--- config.mk ---
export PLATFORM = sky130hd
export DESIGN_NAME = div_hilo_sequencer
export DESIGN_NICKNAME = d
export VERILOG_FILES = /design/src/rtl/div_hilo_sequencer_pkg.sv /design/src/rtl/div_hilo_sequencer_step.sv /design/src/rtl/div_hilo_sequencer.sv
export SDC_FILE = /design/constraint.sdc
export NUM_CORES = 1
export LEC_CHECK = 0
export BUFFER_PORTS_ARGS = -buffer_cell sky130_fd_sc_hd__buf_2
export CORE_MARGIN = 1
export CORE_UTILIZATION = 60
export CTS_BUF_LIST = sky130_fd_sc_hd__clkbuf_4 sky130_fd_sc_hd__clkbuf_8
export DETAILED_ROUTE_END_ITERATION = 16
export PLACE_DENSITY_LB_ADDON = 0.15
export SLEW_MARGIN = 10
export SYNTH_ARGS = -nofsm -noshare
export SYNTH_HDL_FRONTEND = slang
export SYNTH_HIERARCHICAL = 1
export SYNTH_SLANG_ARGS = --single-unit
--- constraint.sdc ---
create_clock -name clk -period 4.3 [get_ports clk]
set_input_delay 0.645 -clock clk [delete_from_list [all_inputs] [get_ports clk]]
set_output_delay 0.645 -clock clk [all_outputs]
set_load 0.01 [all_outputs]
--- src/rtl/div_hilo_sequencer_pkg.sv ---
// -----------------------------------------------------------------------------
// div_hilo_sequencer_pkg
// Shared definitions for the HI/LO divide engine: the FSM state encoding, the
// fixed request-to-commit latency and the divide-by-zero quotient pattern.
// The hazard unit imports this package so it can size its stall checks.
// -----------------------------------------------------------------------------
package div_hilo_sequencer_pkg;

  typedef enum logic [2:0] {
    ST_IDLE  = 3'd0,
    ST_PREP  = 3'd1,
    ST_RUN   = 3'd2,
    ST_FIXUP = 3'd3,
    ST_DONE  = 3'd4
  } div_state_e;

  // Cycles beyond the WIDTH loop iterations: PREP, FIXUP, and the commit into DONE.
  localparam int DIV_LATENCY_EXTRA = 3;

  // Edge that accepts start -> cycle in which done is high and HI/LO hold the result.
  function automatic int div_latency(input int width);
    return width + DIV_LATENCY_EXTRA;
  endfunction

  // Quotient reported for a zero divisor (all ones, any width up to 64).
  localparam logic [63:0] DIV0_QUOTIENT = '1;

endpackage

--- src/rtl/div_hilo_sequencer_step.sv ---
// -----------------------------------------------------------------------------
// div_hilo_sequencer_step
// One iteration of the restoring divider, purely combinational.
// {rem,quo} is shifted left one bit; if the shifted remainder is at least the
// divisor, the divisor is subtracted and a 1 enters the quotient LSB.
// Ports:
//   rem_i / quo_i  current partial remainder / quotient (dividend bits shift out)
//   dvs_i          divisor magnitude
//   rem_o / quo_o  values after this iteration
// -----------------------------------------------------------------------------
module div_step #(
  parameter int WIDTH = 32
) (
  input  logic [WIDTH-1:0] rem_i,
  input  logic [WIDTH-1:0] quo_i,
  input  logic [WIDTH-1:0] dvs_i,
  output logic [WIDTH-1:0] rem_o,
  output logic [WIDTH-1:0] quo_o
);

  logic [WIDTH:0]   rem_sh;
  logic             borrow;
  logic [WIDTH-1:0] diff;
  logic             ge;

  always_comb begin
    rem_sh         = {rem_i, quo_i[WIDTH-1]};
    {borrow, diff} = {1'b0, rem_sh[WIDTH-1:0]} - {1'b0, dvs_i};
    // rem_sh has WIDTH+1 bits; a set top bit always exceeds the divisor, and the
    // low WIDTH bits of the difference stay exact because the result is < divisor.
    ge             = rem_sh[WIDTH] | ~borrow;
    rem_o          = ge ? diff : rem_sh[WIDTH-1:0];
    quo_o          = {quo_i[WIDTH-2:0], ge};
  end

endmodule

--- src/rtl/div_hilo_sequencer.sv ---
// -----------------------------------------------------------------------------
// div_hilo_sequencer
// Multi-cycle DIV/DIVU engine for the EX stage. A request is captured in IDLE,
// operand magnitudes are formed in PREP, WIDTH restoring iterations run in RUN,
// signs are restored in FIXUP and the result commits into HI (remainder) and
// LO (quotient) on entry to DONE. Also owns HI/LO for MTHI/MTLO/MFHI/MFLO.
// Ports:
//   clk, rst             clock, synchronous active-high reset
//   start, is_signed     divide request (IDLE only) and DIV/DIVU select
//   a, b                 dividend / divisor, captured with start
//   cancel               pipeline flush; aborts PREP/RUN/FIXUP, drops an IDLE start
//   hi_we, lo_we, wdata  MTHI / MTLO writes
//   busy                 registered, high in PREP/RUN/FIXUP
//   stall                combinational pipeline hold
//   done                 one-cycle pulse in the cycle HI/LO show the result
//   hi, lo               HI / LO registers
// -----------------------------------------------------------------------------
module div_hilo_sequencer
  import div_hilo_sequencer_pkg::*;
#(
  parameter int WIDTH = 32
) (
  input  logic             clk,
  input  logic             rst,
  input  logic             start,
  input  logic             is_signed,
  input  logic [WIDTH-1:0] a,
  input  logic [WIDTH-1:0] b,
  input  logic             cancel,
  input  logic             hi_we,
  input  logic             lo_we,
  input  logic [WIDTH-1:0] wdata,
  output logic             busy,
  output logic             stall,
  output logic             done,
  output logic [WIDTH-1:0] hi,
  output logic [WIDTH-1:0] lo
);

  localparam int CW = $clog2(WIDTH);

  function automatic logic [WIDTH-1:0] abs_val(input logic signed [WIDTH-1:0] v);
    logic signed [WIDTH-1:0] n;
    n = -v;
    return v[WIDTH-1] ? n : v;
  endfunction

  function automatic logic [WIDTH-1:0] neg_if(input logic signed [WIDTH-1:0] v,
                                                input logic neg);
    logic signed [WIDTH-1:0] n;
    n = -v;
    return neg ? n : v;
  endfunction

  div_state_e       state_q, state_d;
  logic             busy_q, busy_d;
  logic             done_q, done_d;
  logic [WIDTH-1:0] hi_q, hi_d;
  logic [WIDTH-1:0] lo_q, lo_d;
  logic [WIDTH-1:0] a_q, a_d;
  logic [WIDTH-1:0] b_q, b_d;
  logic             sgn_q, sgn_d;
  logic             qneg_q, qneg_d;
  logic             rneg_q, rneg_d;
  logic             div0_q, div0_d;
  logic [WIDTH-1:0] rem_q, rem_d;
  logic [WIDTH-1:0] quo_q, quo_d;
  logic [WIDTH-1:0] dvs_q, dvs_d;
  logic [CW-1:0]    cnt_q, cnt_d;

  logic [WIDTH-1:0] step_rem, step_quo;

  div_step #(.WIDTH(WIDTH)) u_step (
    .rem_i (rem_q),
    .quo_i (quo_q),
    .dvs_i (dvs_q),
    .rem_o (step_rem),
    .quo_o (step_quo)
  );

  always_comb begin
    state_d = state_q;
    done_d  = 1'b0;
    hi_d    = hi_q;
    lo_d    = lo_q;
    a_d     = a_q;
    b_d     = b_q;
    sgn_d   = sgn_q;
    qneg_d  = qneg_q;
    rneg_d  = rneg_q;
    div0_d  = div0_q;
    rem_d   = rem_q;
    quo_d   = quo_q;
    dvs_d   = dvs_q;
    cnt_d   = cnt_q;

    // Moves to HI/LO first so a divide commit on the same edge overrides them.
    if (hi_we) hi_d = wdata;
    if (lo_we) lo_d = wdata;

    case (state_q)
      ST_IDLE: begin
        if (start && !cancel) begin
          state_d = ST_PREP;
          a_d     = a;
          b_d     = b;
          sgn_d   = is_signed;
        end
      end
      ST_PREP: begin
        if (cancel) begin
          state_d = ST_IDLE;
        end else begin
          state_d = ST_RUN;
          qneg_d  = sgn_q & (a_q[WIDTH-1] ^ b_q[WIDTH-1]);
          rneg_d  = sgn_q & a_q[WIDTH-1];
          div0_d  = (b_q == '0);
          rem_d   = '0;
          quo_d   = sgn_q ? abs_val($signed(a_q)) : a_q;
          dvs_d   = sgn_q ? abs_val($signed(b_q)) : b_q;
          cnt_d   = CW'(WIDTH - 1);
        end
      end
      ST_RUN: begin
        if (cancel) begin
          state_d = ST_IDLE;
        end else begin
          rem_d = step_rem;
          quo_d = step_quo;
          cnt_d = cnt_q - CW'(1);
          if (cnt_q == '0) state_d = ST_FIXUP;
        end
      end
      ST_FIXUP: begin
        if (cancel) begin
          state_d = ST_IDLE;
        end else begin
          state_d = ST_DONE;
          done_d  = 1'b1;
          if (div0_q) begin
            lo_d = DIV0_QUOTIENT[WIDTH-1:0];
            hi_d = a_q;
          end else begin
            lo_d = neg_if($signed(quo_q), qneg_q);
            hi_d = neg_if($signed(rem_q), rneg_q);
          end
        end
      end
      ST_DONE: begin
        state_d = ST_IDLE;
      end
      default: begin
        state_d = ST_IDLE;
      end
    endcase

    busy_d = (state_d == ST_PREP) || (state_d == ST_RUN) || (state_d == ST_FIXUP);
  end

  always_ff @(posedge clk) begin
    if (rst) begin
      state_q <= ST_IDLE;
      busy_q  <= 1'b0;
      done_q  <= 1'b0;
      hi_q    <= '0;
      lo_q    <= '0;
      a_q     <= '0;
      b_q     <= '0;
      sgn_q   <= 1'b0;
      qneg_q  <= 1'b0;
      rneg_q  <= 1'b0;
      div0_q  <= 1'b0;
      rem_q   <= '0;
      quo_q   <= '0;
      dvs_q   <= '0;
      cnt_q   <= '0;
    end else begin
      state_q <= state_d;
      busy_q  <= busy_d;
      done_q  <= done_d;
      hi_q    <= hi_d;
      lo_q    <= lo_d;
      a_q     <= a_d;
      b_q     <= b_d;
      sgn_q   <= sgn_d;
      qneg_q  <= qneg_d;
      rneg_q  <= rneg_d;
      div0_q  <= div0_d;
      rem_q   <= rem_d;
      quo_q   <= quo_d;
      dvs_q   <= dvs_d;
      cnt_q   <= cnt_d;
    end
  end

  assign busy  = busy_q;
  assign done  = done_q;
  assign hi    = hi_q;
  assign lo    = lo_q;
  assign stall = busy_q | ((state_q == ST_IDLE) & start & ~cancel);

endmodule

==> results.sh <==
export IMPL_status="complete, no violations"
export IMPL_rsz0062_at_grt="no"
export IMPL_wl_per_cell_microns=19.66
export IMPL_swShare_pct=29.57
export IMPL_final_area_sq_um=16640
export IMPL_worst_slew_pin_slew_ns=1.029
export IMPL_tritoncts="built"
export IMPL_syn_to_final_growth_pct=10.02
export IMPL_fp_dieW_microns=160.8
export IMPL_antenna_found_initial=1
export IMPL_fin_nets=2107
export IMPL_vdd_drop_max_uv=260.6
export IMPL_cts_max_level=2
export IMPL_core_sq_um=24530
export IMPL_fp_dieH_microns=160.8
export IMPL_max_freq_ghz=0.2586
export IMPL_required_ns=4.70
export IMPL_yosys_most_used_dff="dfxtp_1"
export IMPL_worst_clock_skew_ns=0.03493
export IMPL_fillers=2192
export IMPL_first_pass_iters=6
export IMPL_crit_slowest_cell="fa_1"
export IMPL_cts_setup_buffers=0
export IMPL_cts_hold_buf=0
export IMPL_dp_hpwl_microns=32390
export IMPL_clock_path_buffers=3
export IMPL_power_density_nw_per_um2=340.6
export IMPL_relSlewSlack_pct=31.38
export IMPL_vias_per_cell=6.371
export IMPL_fin_crit_sh_pct=89.94
export IMPL_drc=0
export IMPL_dieArea_sq_um=25840
export IMPL_setup_viol=0
export IMPL_routed_wl_microns=45550
export IMPL_min_period_ns=3.868
export IMPL_critPathMaxFanout=23
export IMPL_final_cell_mix="251 x nand2_1, 237 x dfxtp_1, 199 x a21oi_1"
export IMPL_slowest_delay_ns=0.47
export IMPL_cp_end_kind="register"
export IMPL_grt_max_degree=107
export IMPL_pwr_share_clk_pct=37.8
export IMPL_power_internal_mw=3.992
export IMPL_yosys_top_cells_area="dfxtp_1 32%, a21oi_1 6.6%, nand2_1 6.2%, mux2i_1 4.4%, xor2_1 4.4%"
export IMPL_p_switching_mw=1.676
export IMPL_grt_overflow_total=0
export IMPL_syn_area_sq_um=15120
export IMPL_ys_types=88
export IMPL_final_common_cell="nand2_1"
export IMPL_slew_viol_final=0
export IMPL_crit_chain="inv_1, ha_1, fa_1, nor2b_1, o211ai_1, a211oi_2, nor4_4, o41a_1, o21a_2, o21a_4, clkinv_2, buf_12, mux2_2, nand2_1, a21oi_1"
export IMPL_yosysSeqAreaShare_pct=31.50
export IMPL_start_util_pct=61.64
export IMPL_gp_congestion=0.9363
export IMPL_clock_sinks=238
export IMPL_finalHoldViolations=0
export IMPL_tns_ns=0
export IMPL_leakage_nw=6.738
export IMPL_arrival_ns=4.27
export IMPL_synth_seq_cells=238
export IMPL_start_kind="register"
export IMPL_cts_root_buf="clkbuf_8"
export IMPL_pwr_share_seq_pct=42.3
export IMPL_drt_iter0_drc=1781
export IMPL_synth_warnings=6
export IMPL_yosys_area_top_type="dfxtp_1"
export IMPL_ios=170
export IMPL_synth_edff_count=0
export IMPL_hp_class="primary input to register"
export IMPL_grt_usage_pct=34.81
export IMPL_path_clk_slew_ns=0.07
export IMPL_grt_pass1_vias=13110
export IMPL_ant_nets=0
export IMPL_layout_drive_gt1_share_pct=16.72
export IMPL_yosys_area_top_type_share_pct=31.50
export IMPL_dpl_instance_area_sq_um=15790
export IMPL_synthArstFlopShare_pct=0
export IMPL_pwr_share_comb_pct=19.9
export IMPL_syn_nets=2051
export IMPL_syn_avg_cell_area_sq_um=7.922
export IMPL_grt_pass1_wl_microns=72260
export IMPL_rows=57
export IMPL_maxCapViolCount=0
export IMPL_cts_buffers=42
export IMPL_clock_latency_ns=0.57
export IMPL_num_vias=14760
export IMPL_netlist_instances=1909
export IMPL_cts_resized=0
export IMPL_path_class="register to register"
export IMPL_portBuffers=169
-- final timing paths --
check,start,slack (ns),end,depth (start not counted)
worst max-delay path,quo_q[31],0.43,rem_q[17],15
worst max register to register,quo_q[31],0.43,rem_q[17],15
worst min register to register,dvs_q[13],0.46,dvs_q[13],2
worst min-delay path,a[29],0.33,a_q[29],3
-- power by group through the flow --
stage                     combinational, mW  sequential (mW)  clock (mW)
after global placement                 1.09             2.43           0
after detailed placement               1.11             2.44           0
final                                  1.13             2.40        2.14
after CTS                              1.11             2.39        2.15
after global routing                   1.22             2.41        2.27
after floorplan                       0.863             2.41           0
-- metrics by stage --
step,utilization (%),cells,power (mW),setup slack [ns],hold WS (ns)
floorplan,-,1909,3.278,0.8593,0.4250
global placement,64.35,2245,3.528,0.6010,0.4407
detailed placement,64.35,2245,3.544,0.4972,0.4486
CTS,67.81,2316,5.658,0.4552,0.3093
global route,67.81,2316,5.902,0.2429,0.3109
finish,67.82,2317,5.668,0.4325,0.3286
-- cells in the mapped netlist, types with 38 or more instances --
| library cell | count |
|---|---|
| inv_1 | 55 |
| a211oi_1 | 44 |
| o21ai_0 | 63 |
| nand3_1 | 72 |
| a21oi_1 | 199 |
| mux2i_1 | 67 |
| ha_1 | 38 |
| nor2_1 | 103 |
| xnor2_1 | 46 |
| nand2_1 | 251 |
| dfxtp_1 | 238 |
| clkbuf_1 | 112 |
| xor2_1 | 76 |
-- kinds of logic after synthesis --
kind of cell,Yosys count,synth area share (%)
and+or+nand+nor,636,20.63
AOI/OAI and AO/OA,533,23.14
DFF,238,31.50
buffers and inverters,237,6.999
xor gates and xnor gates,122,7.065
muxes,104,7.388
adders and majority gates,39,3.276
-- layout make-up --
type	instances	area [sq um]	share of cell area (%)
multi-input combinational	1434	9360	56.26
sequential	238	4766	28.64
timing repair buffer	193	1045	6.279
clock buffer	65	813.3	4.888
tap	324	405.4	2.436
inverter	56	211.5	1.271
clock inverter	6	35.03	0.2106
antenna	1	2.502	0.01504
-- per-layer routing --
layer  routed length, microns  vias up  GRT usage (%)
met1                    20320     6842          52.32
met4                     1444        0          11.54
met2                    18390      822          49.02
met5                        0        -              0
met3                     5391       87          6.999
li1                         -     7011              -
-- flip-flops by register name, summed over array words and instances, names as in the netlist --
signal / count
sgn_q: 1
rem_q: 32
busy: 1
cnt_q: 5
rneg_q: 1
a_q: 32
div0_q: 1
dvs_q: 32
b_q: 32
qneg_q: 1
quo_q: 32
state_q: 3
done: 1
lo: 32
hi: 32
-- critical path: cells and delay by family, from the launching register on --
| family | cells | cell delay [ns] |
|---|---|---|
| AOI/OAI and AO/OA | 6 | 1.47 |
| muxes | 1 | 0.35 |
| adders and majority gates | 2 | 0.71 |
| buffers and inverters | 3 | 0.45 |
| DFF | 1 | 0.40 |
| and+or+nand+nor | 3 | 0.32 |
Note: power is estimated with default switching activity, not from simulation.
